--- src/rtl/spi_flash_read_arbiter.sv ---
// spi_flash_read_arbiter
//   Shares one SPI flash between an instruction-fetch port and a data-load
//   port. Each granted request runs a full READ (0x03) transaction: 8-bit
//   command, 24-bit address, 32 data bits. The four received bytes come back
//   as one little-endian word.
//
// Parameters
//   CLK_DIV  clk_i cycles per SCK half-period (1..255)
//   CS_GAP   minimum clk_i cycles cs stays high between transactions (1..255)
//
// Ports
//   clk_i, rst_i                  clock, synchronous active-high reset
//   instr_req_i/instr_addr_i      instruction read request and byte address
//   instr_gnt_o                   combinational grant, instruction port
//   instr_rvalid_o                one-cycle pulse: rdata_o is for instr port
//   data_req_i/data_addr_i        data read request and byte address
//   data_gnt_o/data_rvalid_o      grant / read-valid for the data port
//   rdata_o                       shared read word, held until next rvalid
//   busy_o                        transaction or CS gap in progress
//   sck, sdo, sdi, cs             SPI mode 0 flash pins, cs active-low
module spi_flash_read_arbiter #(
    parameter int CLK_DIV = 1,
    parameter int CS_GAP  = 2
) (
    input  logic        clk_i,
    input  logic        rst_i,
    input  logic        instr_req_i,
    input  logic [23:0] instr_addr_i,
    output logic        instr_gnt_o,
    output logic        instr_rvalid_o,
    input  logic        data_req_i,
    input  logic [23:0] data_addr_i,
    output logic        data_gnt_o,
    output logic        data_rvalid_o,
    output logic [31:0] rdata_o,
    output logic        busy_o,
    output logic        sck,
    output logic        sdo,
    input  logic        sdi,
    output logic        cs
);

    typedef enum logic [1:0] {IDLE, SHIFT, GAP} state_t;

    localparam logic [7:0] DIV_LAST = 8'(CLK_DIV - 1);
    localparam logic [7:0] GAP_LAST = 8'(CS_GAP - 1);

    state_t      state;
    logic [7:0]  div_cnt;
    logic [7:0]  gap_cnt;
    logic [5:0]  bit_cnt;
    logic [31:0] tx;
    logic [31:0] rx;
    logic        owner_data;
    logic        last_data;   // 1: data port was granted last (or fresh reset)
    logic        idle;
    logic [31:0] cmd_word;
    logic [31:0] rx_next;

    assign idle = (state == IDLE);

    // Round-robin between two ports: a lone requester always wins, on a tie
    // the port not granted last wins. last_data resets to 1 so the
    // instruction port wins the first tie.
    assign instr_gnt_o = idle && instr_req_i && (!data_req_i || last_data);
    assign data_gnt_o  = idle && data_req_i && (!instr_req_i || !last_data);
    assign busy_o      = !idle;

    assign cmd_word = {8'h03, (data_gnt_o ? data_addr_i : instr_addr_i)};
    assign rx_next  = {rx[30:0], sdi};

    always_ff @(posedge clk_i) begin
        if (rst_i) begin
            state          <= IDLE;
            cs             <= 1'b1;
            sck            <= 1'b0;
            sdo            <= 1'b0;
            div_cnt        <= '0;
            gap_cnt        <= '0;
            bit_cnt        <= '0;
            tx             <= '0;
            rx             <= '0;
            rdata_o        <= '0;
            instr_rvalid_o <= 1'b0;
            data_rvalid_o  <= 1'b0;
            owner_data     <= 1'b0;
            last_data      <= 1'b1;
        end else begin
            instr_rvalid_o <= 1'b0;
            data_rvalid_o  <= 1'b0;
            case (state)
                IDLE: begin
                    if (instr_gnt_o || data_gnt_o) begin
                        state      <= SHIFT;
                        cs         <= 1'b0;
                        sck        <= 1'b0;
                        // Command MSB goes out with cs; tx holds the rest,
                        // and zeros shift in behind so the data phase drives 0.
                        sdo        <= cmd_word[31];
                        tx         <= {cmd_word[30:0], 1'b0};
                        owner_data <= data_gnt_o;
                        last_data  <= data_gnt_o;
                        bit_cnt    <= 6'd63;
                        div_cnt    <= '0;
                    end
                end
                SHIFT: begin
                    if (div_cnt != DIV_LAST) begin
                        div_cnt <= div_cnt + 8'd1;
                    end else begin
                        div_cnt <= '0;
                        if (!sck) begin
                            sck <= 1'b1;
                        end else begin
                            // Last cycle of the high phase: sample, then fall.
                            rx  <= rx_next;
                            sck <= 1'b0;
                            if (bit_cnt == 6'd0) begin
                                cs             <= 1'b1;
                                rdata_o        <= {rx_next[7:0], rx_next[15:8],
                                                   rx_next[23:16], rx_next[31:24]};
                                instr_rvalid_o <= !owner_data;
                                data_rvalid_o  <= owner_data;
                                gap_cnt        <= GAP_LAST;
                                state          <= GAP;
                            end else begin
                                bit_cnt <= bit_cnt - 6'd1;
                                sdo     <= tx[31];
                                tx      <= {tx[30:0], 1'b0};
                            end
                        end
                    end
                end
                GAP: begin
                    // The cs-rise cycle already counted as the first gap cycle.
                    if (gap_cnt == 8'd0) state <= IDLE;
                    else                 gap_cnt <= gap_cnt - 8'd1;
                end
                default: state <= IDLE;
            endcase
        end
    end

endmodule
--- config.mk ---
export PLATFORM = sky130hd
export DESIGN_NAME = spi_flash_read_arbiter
export DESIGN_NICKNAME = d
export VERILOG_FILES = /design/src/rtl/spi_flash_read_arbiter.sv
export SDC_FILE = /design/constraint.sdc
export NUM_CORES = 1
export LEC_CHECK = 0
export BUFFER_PORTS_ARGS = -buffer_cell sky130_fd_sc_hd__buf_2
export CAP_MARGIN = 20
export CORE_UTILIZATION = 56
export CTS_CLUSTER_DIAMETER = 150
export DETAILED_ROUTE_END_ITERATION = 10
export HOLD_SLACK_MARGIN = 0.03
export PLACE_DENSITY = 0.8
export SLEW_MARGIN = 20
export SYNTH_ARGS = -nofsm -noshare
export SYNTH_HDL_FRONTEND = slang
export SYNTH_SLANG_ARGS = --single-unit
--- constraint.sdc ---
create_clock -name clk_i -period 2.39 [get_ports clk_i]
set_input_delay 0.1195 -clock clk_i [delete_from_list [all_inputs] [get_ports clk_i]]
set_output_delay 0.1195 -clock clk_i [all_outputs]
set_load 0.01 [all_outputs]
Yosys cells after proc, flatten, opt, wreduce, memory -nomap -nowiden --
Index checks and enable logic that the tools add are counted.
Storage, ports and cells: flip-flop bits (word level) 126, bits of input ports 53, output and inout bits 40, word-level logic and storage cells 95
Operators by class: $add $sub $neg 3, equality and inequality tests 9, muxes and demuxes 37, bitwise operators 4, reductions and logical operators 28
Operators by type and width (number):
- two-way mux 32 bit | 4
- one-hot mux 32 bit (2 select lines) | 1
- two-way mux 8 bit | 6
- one-hot mux 8 bit (2 select lines) | 2
- two-way mux 24 bit | 1
- two-way mux 6 bit | 4
- AND reduction 5 bit | 4
- inequality test 2 bit (second input constant) | 6
- one-hot mux 6 bit (2 select lines) | 1
- two-way mux 2 bit | 5
- two-way mux 1 bit | 9
- adder 8 x 1 -> 8 bit (second input constant) | 1
- zero test 8 bit | 1
- nonzero test 8 bit | 1
- subtractor 8 x 1 -> 8 bit (second input constant) | 1
- zero test 6 bit | 1
- one-hot mux 1 bit (2 select lines) | 3
- one-hot mux 2 bit (3 select lines) | 1
- AND reduction 3 bit | 2
- subtractor 6 x 1 -> 6 bit (second input constant) | 1
- zero test 1 bit | 5
- OR reduction 5 bit | 1
- logical AND 1 bit | 4
- NOT 1 bit | 4
- 8 further kinds | 12

Longest topological paths before layout --
Gate-level depths: netlist of run 1.
depth after elaboration 6, gate-level depth with buffers 8, depth with buffers taken out 6

Worst setup path before layout of run 1 --
No wires, ideal clock.
path type reg-to-reg, start register bit_cnt[0], end register bit_cnt[4], library setup time 0.058 ns, arrival time 1.737 ns, required time 2.332 ns, path slack 0.595 ns, cell stages (with the launch flop) 8, path buffers 1, period minus slack after synthesis 1.795 ns, cell sequence dfxtp_1 > inv_1 > ha_1 > or3b_2 > o211a_1 > buf_4 > o21ai_1 > o221a_2
Between the ends: word-level cells in the longest chain between the ends 5
Ends and longest elaborated chain:
- start, declared | RTL line 51 | logic [5:0] bit_cnt;
- start signal, assigned | RTL line 127 | bit_cnt <= bit_cnt - 6'd1;
- subtractor 6 x 1 -> 6 bit | RTL line 127
- two-way mux 6 bit | RTL line 118 | if (bit_cnt == 6'd0) begin
- two-way mux 6 bit | RTL line 112 | if (!sck) begin
- two-way mux 6 bit | RTL line 108 | if (div_cnt != DIV_LAST) begin
- one-hot mux 6 bit (2 select lines) | RTL line 91 | case (state)
Parallel ways exist; a longest one is shown, timed or not. The select of a mux whose other input is x is not followed. A chain may end at the register's enable or synchronous reset.

Worst setup path after layout of run 1 --
start register state[1], end output port data_gnt_o
Between the ends: word-level cells in the longest chain between the ends 3
Ends and longest elaborated chain:
- start, declared | RTL line 48 | state_t state;
- start signal, assigned | RTL line 74 | state <= IDLE;
- start signal, assigned | RTL line 94 | state <= SHIFT;
- start signal, assigned | RTL line 125 | state <= GAP;
- zero test 2 bit | RTL line 60 | assign idle = (state == IDLE);
- logical AND 1 bit (2 in series) | RTL line 66 | assign data_gnt_o = idle && data_req_i && (!instr_req_i || !last_data);
- end, declared | RTL line 33 | output logic data_gnt_o,
Every way passes these cells.

==> flow_summary.yaml, run 1 <==
final_layout:
  nets: 825
  register_area_um2: 2500
  nFillCells: 724
  antenna_cells: 0
  syn_to_final_growth_pct: 25.2
  final_common_cell: "dfxtp_1"
  drive_above_1_share: 0.200
  most-common-layout-cells: "dfxtp_1 (125), buf_2 (91), a21oi_1 (79), nand2_1 (72), o21ai_0 (69)"
  multi_input_area_um2: 2660
clock_network:
  path_clk_slew_ps: 60
  root_buffer: "clkbuf_8"
  clock_latency_ps: 520
  htree_levels: 4
  cts_sinks: 125
  cts_buffer_depth: 2
  cts_buffers: 17
  cts_tree: "yes"
logic_synthesis:
  synth_cell_types: 56
  seq_area_frac_synth: 0.457
  syn_inst: 676
  async_reset_ff_frac: 0
  syn_area_um2: 5480
  ys_ff_latch: 125
  synth_warnings: 0
  synth_edf_count: 0
  avgSynthCellArea_um2: 8.10
  synthFlopType: "dfxtp_1"
  synth_fp_nets: 735
drt:
  drtAntennaViolNets: 0
  vias: 5399
  drc_errors: 0
  drt_wl_total_um: 13600
  first_pass_iters: 5
  drt_iter0_markers: 413
  routed_via_density: 5.95
  wl_per_cell_um: 15.0
grt:
  overflow: 0
  grt_usage: 0.277
  grt_max_degree: 109
  antenna_found_initial: 0
  grt_pass1_wl_um: 22300
  grt_pass1_vias: 4785
worst_setup_path:
  r2r_setup_slack_ps: 330
  crit_type: "register to output port"
  reg2reg_from: "div_cnt[0]$_SDFFE_PP0P_"
  crit_fanout: 25
  worst_path_largest_cell_delay_ps: 440
  cp-end-kind: "output port"
  timing.rr.end: "cs$_SDFFE_PP1P_"
  reg2reg_depth: 7
  worstPathRequired_ps: 2270
  path_cells: "or3b_1 -> or2_4 -> inv_1 -> buf_2"
  worstPathArrival_ps: 2010
  worst_path_max_delay_cell: "or3b_1"
  crit_start: "state[1]$_SDFFE_PP0P_"
  start_kind: "register"
power:
  peakVddDrop_v: 0.000434
  power.density_nw_per_um2: 771
  p_leak_uw: 0.00250
worst_hold_path:
  min_to: "tx[8]$_SDFFE_PP0P_"
  hold_path.class: "input pin to register"
  min-delay-start: "data_addr_i[7]"
  hold_depth: 4
placed_design:
  port_buffers: 92
  gp_congestion: 0.871
  dp_hpwl_um: 7810
timing:
  slew_violations: 0
  slew_headroom: 0.506
  hold_slack_ps: 42.8
  fin_crit_sh: 0.890
  setup_tns_ps: 0
  setup_viol: 0
  rsz0062_at_grt: "false"
  fin_crit_ps: 2130
  worstMarginPinSlew_ps: 734
  skew_ps: 14.7
  hold_violations: 0
  timing.fmax_ghz: 0.470
status:
  status: "completed"
job:
  maxCapViolCount: 0
die:
  rows: 35
  initial_core_util: 0.584
  io_pins: 93
  fp.dieW_um: 101
  fp.dieH_um: 101
  coreArea_um2: 9370
  die_area_um2: 10200
## power breakdown
part	switching, uW	internal, uW	leakage, uW
combinational	375	231	0.00121
clock	976	1500	0.000273
sequential	47.3	2160	0.00102
total	1400	3890	0.00250
## stage by stage
| stage | util | worst slack, ps | power, uW | cells | instance area [um2] |
|---|---|---|---|---|---|
| floorplan | - | 595 | 2630 | 676 | 5480 |
| global placement | 0.642 | 440 | 2790 | 850 | 6010 |
| detailed placement | 0.642 | 344 | 2800 | 850 | 6010 |
| CTS | 0.731 | 2.79 | 5290 | 908 | 6850 |
| global route | 0.731 | 167 | 5480 | 908 | 6850 |
| finish | 0.731 | 263 | 5290 | 908 | 6850 |
## worst max-delay path, delay by kind of cell, from the launching register on
family | cells | cell delay, ps
buffers and inverters | 2 | 230
DFF | 1 | 430
and+or+nand+nor | 2 | 820
## logic make-up after synthesis
| family | synth area share |
|---|---|
| simple gates | 0.220 |
| compound gates | 0.237 |
| flops | 0.457 |
| buf+inv | 0.0576 |
| xor+xnor | 0.0128 |
| fa+ha+maj | 0.0137 |
| mux | 0.00183 |
## cell usage after synthesis, drive strengths merged, types with 2 or more instances
master,instances,area share
dfxtp,125,0.46
a21oi,80,0.074
nand2,72,0.049
o21ai,72,0.066
nand3,61,0.056
a31oi,48,0.055
clkbuf,46,0.032
nor2,27,0.019
nor3b,27,0.037
buf,18,0.017
inv,13,0.0089
nand4,11,0.013
nor3,9,0.0082
xnor2,7,0.011
ha,6,0.014
a211oi,4,0.0055
nor4,4,0.0046
a311oi,3,0.0048
and3,3,0.0034
nor2b,3,0.0034
nor4b,3,0.0087
o221a,3,0.0062
or2,3,0.0034
a2111oi,2,0.0032
and4,2,0.0032
o21a,2,0.0027
or3b,2,0.0032
## worst max-delay path by stage
stage	to	slack, ps	depth (start not counted)
final	data_gnt_o	260	4
after floorplan	bit_cnt[4]$_SDFFE_PP0P_	590	7
after global placement	gap_cnt[5]$_SDFFE_PP0P_	440	4
after global routing	data_gnt_o	170	4
after CTS	data_gnt_o	3	4
after detailed placement	gap_cnt[3]$_SDFFE_PP0P_	340	7
## routing by layer
metal / wire [um] / track usage / vias up / share of wire
met2: 6730 / 0.451 / 209 / 0.49
met1: 5790 / 0.355 / 2543 / 0.43
li1: - / - / 2621 / -
met5: 0 / 0 / - / 0
met3: 837 / 0.0666 / 26 / 0.061
met4: 260 / 0.108 / 0 / 0.019
## registers in the layout, indices dropped and copies added (netlist names)
register	flops
rdata_o	32
rx	31
tx	31
div_cnt	8
gap_cnt	8
bit_cnt	6
state	2
cs	1
data_rvalid_o	1
instr_rvalid_o	1
last_data	1
owner_data	1
sck	1
sdo	1
## area by class of cell
type	count	area share
Clock buffer	18	0.0610
Clock inverter	14	0.0230
Multi-Input combinational cell	474	0.389
Tap cell	129	0.0236
Timing Repair Buffer	135	0.131
Sequential cell	125	0.365
Inverter	13	0.00712
## what timing repair did
action,4_1_cts,5_1_grt
hold buffers,26,0
hold endpoints to repair,27,0
setup buffers,0,0
resized for setup,0,2
setup endpoints to repair,0,1
Power figures use the tool's default switching activity.
==> inputs of run 2 (changes only) <==
ABC_AREA = 1   (was not set)
PLACE_DENSITY = 0.79   (was 0.8)
==> run 2 against run 1 <==
  * Combinational power is 40% higher
  * Clock skew is 6.4 ps lower
  * Critical endpoint unchanged
  * Highest routed layer unchanged
  * Clock power is 4% lower
  * Critical path type unchanged
==> flow_summary.yaml, run 2 <==
timing:
  fin_crit_ps: 2190
  fin_crit_sh: 0.918
  hold_violations: 0
  timing.fmax_ghz: 0.456
  worstMarginPinSlew_ps: 575
  rsz0062_at_grt: "false"
  slew_violations: 0
  setup_tns_ps: 0
  skew_ps: 8.31
  slew_headroom: 0.616
  setup_viol: 0
logic_synthesis:
  ys_top_cells_by_area: "dfxtp_1 (44%), nand2_1 (12%), nor2_1 (6.4%), o21ai_0 (6.2%), nand3_1 (5.8%)"
  synth_commonest_cells: "nand2_1 (177), dfxtp_1 (125), nor2_1 (96)"
  synth_cell_types: 34
  synth_warnings: 0
  async_reset_ff_frac: 0
  synth_top_cell_by_area: "dfxtp_1"
  yosysMostFrequentCell: "nand2_1"
  synth_edf_count: 0
  seq_area_frac_synth: 0.445
  synth_fp_nets: 857
  syn_area_um2: 5630
  yosys.area.top_type_share: 0.445
  ys_ff_latch: 125
  avgSynthCellArea_um2: 7.05
  syn_inst: 798
  synthFlopType: "dfxtp_1"
power:
  p_leak_uw: 0.00307
  peakVddDrop_v: 0.000419
  total_power_uw: 5540
  power.density_nw_per_um2: 815
drt:
  wl_per_cell_um: 13.2
  drc_errors: 0
  vias: 5444
  routed_via_density: 5.30
  drtAntennaViolNets: 0
  drt_iter0_markers: 253
  drt_wl_total_um: 13600
  first_pass_iters: 5
die:
  io_pins: 93
  coreArea_um2: 9770
  fp.dieW_um: 102
  rows: 36
  fp.dieH_um: 102
  die_area_um2: 10500
  initial_core_util: 0.576
final_layout:
  final_common_cell: "nand2_1"
  top_register: "rdata_o"
  most-common-layout-cells: "nand2_1 (177), dfxtp_1 (125), nor2_1 (96), buf_2 (92), inv_1 (71)"
  nFillCells: 811
  largest_reg_flops: 32
  final_cells: 1028
  drive_above_1_share: 0.173
  multi_input_area_um2: 2610
  antenna_cells: 0
  syn_to_final_growth_pct: 20.6
  reg.largest.list: "rdata_o (32), rx (31), tx (31)"
  register_area_um2: 2500
  nets: 941
worst_setup_path:
  worst_path_max_delay_cell: "nand3_2"
  worstPathArrival_ps: 2070
  crit_type: "register to output port"
  worst_path_largest_cell_delay_ps: 520
  cp.depth: 4
  crit_family: "simple AND/OR/NAND/NOR gates"
  start_kind: "register"
  path_cells: "nor2_4 -> nand3_2 -> inv_1 -> buf_2"
  worstPathRequired_ps: 2270
  crit_fanout: 28
  cp-end-kind: "output port"
  reg2reg_depth: 8
  critPathBufInv: 2
worst_hold_path:
  hold_depth: 7
  hold_path.class: "input pin to register"
clock_network:
  htree_levels: 4
  cts_sinks: 125
  cts_buffer_depth: 2
  cts_tree: "yes"
  path_clk_slew_ps: 60
  cts_buffers: 17
  clock_latency_ps: 530
  root_buffer: "clkbuf_8"
grt:
  overflow: 0
  antenna_found_initial: 0
  grt_pass1_wl_um: 22000
  grt_pass1_vias: 5086
  grt_usage: 0.269
  grt_max_degree: 63
placed_design:
  gp_congestion: 0.874
  dp_hpwl_um: 8610
  port_buffers: 92
  place_inst: 988
job:
  maxCapViolCount: 0
status:
  status: "completed"
==> run 2: cell types whose count changed after synthesis, sizes merged, moves of 20 or more <==
cell and change:
a31oi -48, inv +62, nor3b -26, o22ai +21, nand4 +20, nor2 +75, a21oi -29, nand2 +109
==> run 2: final timing paths <==
| path | end | start | slack, ps |
|---|---|---|---|
| setup / recovery | data_gnt_o | state[1]$_SDFFE_PP0P_ | 200 |
| hold reg to reg | rx[30]$_SDFFE_PP0P_ | rx[30]$_SDFFE_PP0P_ | 450 |
| hold / removal | tx[11]$_SDFFE_PP0P_ | instr_addr_i[10] | 50 |
| setup reg to reg | tx[14]$_SDFFE_PP0P_ | state[1]$_SDFFE_PP0P_ | 430 |
==> run 2: logic make-up after synthesis <==
logic type	share of synthesized area
adders and majority gates	0.0133
buffers and inverters	0.0909
AOI/OAI and AO/OA	0.142
DFF	0.445
and+or+nand+nor	0.303
xor gates and xnor gates	0.00623
==> run 2: area by class of cell <==
type / count / share of cell area
Sequential cell: 125 / 0.369
Clock buffer: 20 / 0.0641
Inverter: 75 / 0.0422
Clock inverter: 12 / 0.0168
Multi-Input combinational cell: 549 / 0.385
Tap cell: 133 / 0.0245
Timing Repair Buffer: 114 / 0.0988
==> run 2: worst register-to-register path, stage by stage (launching register included) <==
cell     delay (ps)
dfxtp_1         400
nor2_4          320
nand3_2         520
nand2_1         220
nand3_1         110
o21ai_0         100
nand2_1          70
nand2_1          70
nor2_1           50
==> run 2: per-stage QoR <==
| stage | util | hold WS (ps) | worst slack (ps) | area [um2] |
|---|---|---|---|---|
| 6_report | 0.695 | 51.4 | 196 | 6790 |
| 5_1_grt | 0.695 | 86.0 | 16.7 | 6790 |
| 4_1_cts | 0.695 | 35.8 | 178 | 6790 |
| 3_5_place_dp | 0.630 | 395 | 479 | 6160 |
| 3_3_place_gp | 0.630 | 388 | 568 | 6160 |
| 2_1_floorplan | - | 268 | 826 | 5630 |
==> run 2: repair_timing <==
action	4_1_cts	5_1_grt
setup buffers	0	0
hold endpoints to repair	10	0
hold buffers	8	0
gates resized for setup	0	0
==> run 2: where the power goes <==
group,leakage [uW],internal [uW],switching (uW)
registers,0.00102,2240,82.8
logic,0.00179,310,538
clock network,0.000258,1410,956
==> run 2: routing by layer <==
layer / track usage / part of all wire / wire length, um
met5: 0 / 0 / 0
met3: 0.0746 / 0.051 / 690
met2: 0.467 / 0.49 / 6680
met1: 0.307 / 0.43 / 5850
met4: 0.125 / 0.024 / 324
==> inputs of run 3 (changes only) <==
==> constraint.sdc (replaced) <==
create_clock -name clk_i -period 2.39 [get_ports clk_i]
set_input_delay 0.717 -clock clk_i [delete_from_list [all_inputs] [get_ports clk_i]]
set_output_delay 0.717 -clock clk_i [all_outputs]
set_load 0.01 [all_outputs]
==> run 3 against run 2 <==
  * Largest power group unchanged
  * Critical path depth unchanged
  * Fmax is 2.4% lower
  * Critical path type unchanged
  * Highest routed layer unchanged
  * Power rose by 4.6%
  * Routed wire length shrank 2.4%
  * Cell count is 0.49% lower
  * Die area unchanged
  * Sequential share of layout area hardly changed
  * Combinational power fell by 2.6%
==> flow_summary.yaml, run 3 (synthesized netlist as in run 2, its figures left out) <==
power:
  p_comb_frac: 0.143
  peakVddDrop_v: 0.000503
  swShare: 0.282
  p_int_uw: 4160
  clkPwrFrac: 0.458
  power.density_nw_per_um2: 854
  pwr-share-seq: 0.400
  p_leak_uw: 0.00308
  switchingPower_uw: 1630
worst_hold_path:
  hold_path.class: "register to register"
  hold_depth: 2
final_layout:
  syn_to_final_growth_pct: 20.5
  final_common_cell: "nand2_1"
  drive_above_1_share: 0.180
  top_register: "rdata_o"
  reg.largest.list: "rdata_o (32), rx (31), tx (31)"
  design_area_um2: 6780
  most-common-layout-cells: "nand2_1 (177), dfxtp_1 (125), nor2_1 (96), buf_2 (92), inv_1 (71)"
  antenna_cells: 0
  nets: 936
  largest_reg_flops: 32
die:
  io_pins: 93
  fp.dieH_um: 102
  rows: 36
  die_area_um2: 10500
  coreArea_um2: 9770
  fp.dieW_um: 102
  initial_core_util: 0.576
worst_setup_path:
  timing.rr.end: "gap_cnt[7]$_SDFFE_PP0P_"
  reg2reg_from: "bit_cnt[0]$_SDFFE_PP0P_"
  crit_start: "state[1]$_SDFFE_PP0P_"
  path_cells: "nor2_4 -> nand3_2 -> inv_1 -> buf_2"
  r2r_setup_slack_ps: 540
  crit_fanout: 10
  crit_type: "register to output port"
  start_kind: "register"
  worst_path_max_delay_cell: "dfxtp_1"
  worstPathArrival_ps: 1530
  reg2reg_depth: 8
  cp-end-kind: "output port"
  worstPathRequired_ps: 1670
  crit_end: "data_gnt_o"
  worst_path_largest_cell_delay_ps: 400
placed_design:
  postPlaceCellArea_um2: 6150
  port_buffers: 92
  dp_hpwl_um: 8250
  gp_congestion: 0.883
timing:
  timing.fmax_ghz: 0.445
  setup_tns_ps: 0
  setup_viol: 0
  slew_headroom: 0.652
  hold_violations: 0
  worstMarginPinSlew_ps: 522
  skew_ps: 8.33
  slew_violations: 0
  fin_crit_sh: 0.941
  rsz0062_at_grt: "false"
  fin_crit_ps: 2250
drt:
  first_pass_iters: 6
  wl_per_cell_um: 12.9
  vias: 5505
  drtAntennaViolNets: 0
  drc_errors: 0
  routed_via_density: 5.38
  drt_wl_total_um: 13200
  drt_iter0_markers: 289
clock_network:
  cts_buffer_depth: 2
  cts_sinks: 125
  cts_buffers: 17
  path_clk_slew_ps: 70
  root_buffer: "clkbuf_8"
  hold_buffers: 0
  htree_levels: 4
  cts_tree: "yes"
  clock_latency_ps: 510
job:
  maxCapViolCount: 0
grt:
  grt_max_degree: 63
  overflow: 0
  grt_pass1_wl_um: 21400
  grt_pass1_vias: 4945
  antenna_found_initial: 0
  grt_usage: 0.257
status:
  status: "completed"
[run 3: changes by cell type in the layout (fill, tap and decap cells not counted)]
cell           change
buf_12             -1
buf_4              +4
bufinv_16          +2
clkbuf_1           -2
clkbuf_8           -1
clkinv_2           -2
clkinvlp_4         -3
dlygate4sd3_1      -8
inv_6              +5
inv_8              +1
[run 3: what timing repair did]
action	CTS	global route
gates resized for setup	0	0
endpoints found under the setup margin	0	1
buffers inserted	0	2
hold endpoints to repair	0	0
[run 3: worst max-delay path, delay by kind of cell (launching register included)]
kind,cells,cell delay [ps]
and+or+nand+nor,2,380
DFF,1,400
buffers and inverters,2,230
[run 3: worst min-delay path by stage]
stage               slack (ps)                     start                        end
floorplan                  410   owner_data$_SDFFE_PP0P_  instr_rvalid_o$_SDFF_PP0_
global placement           430       rx[30]$_SDFFE_PP0P_        rx[30]$_SDFFE_PP0P_
detailed placement         450       rx[30]$_SDFFE_PP0P_        rx[30]$_SDFFE_PP0P_
CTS                        460   rdata_o[9]$_SDFFE_PP0P_    rdata_o[9]$_SDFFE_PP0P_
global route               480  rdata_o[12]$_SDFFE_PP0P_   rdata_o[12]$_SDFFE_PP0P_
finish                     460   rdata_o[9]$_SDFFE_PP0P_    rdata_o[9]$_SDFFE_PP0P_
[run 3: metrics by stage]
| step | std cells | utilization | total power (uW) | hold WS, ps | setup WS, ps |
|---|---|---|---|---|---|
| 2_1_floorplan | 798 | - | 2980 | 413 | 148 |
| 3_3_place_gp | 989 | 0.630 | 3130 | 434 | 353 |
| 3_5_place_dp | 989 | 0.630 | 3160 | 446 | 339 |
| 4_1_cts | 1021 | 0.692 | 5820 | 464 | 60.0 |
| 5_1_grt | 1023 | 0.694 | 6040 | 485 | 52.9 |
| 6_report | 1023 | 0.694 | 5790 | 463 | 141 |
[run 3: cell type report]
type	instances	area, um2
Sequential cell	125	2500
Timing Repair Buffer	109	601
Multi-Input combinational cell	549	2610
Fill cell	840	2990
Tap cell	133	166
Clock inverter	15	196
Inverter	75	287
Clock buffer	17	414
[run 3: layer usage]
layer / vias up / wire [um] / track usage
met1: 2552 / 5760 / 0.299
met4: 0 / 394 / 0.134
met3: 37 / 601 / 0.0568
met5: - / 0 / 0
met2: 147 / 6470 / 0.444
li1: 2769 / - / -
[run 3: power by group through the flow]
stage | Clock (uW) | Sequential (uW) | Combinational (uW)
detailed placement | 0 | 2360 | 805
finish | 2650 | 2320 | 826
global route | 2770 | 2330 | 945
global placement | 0 | 2350 | 777
CTS | 2680 | 2320 | 820
floorplan | 0 | 2340 | 641
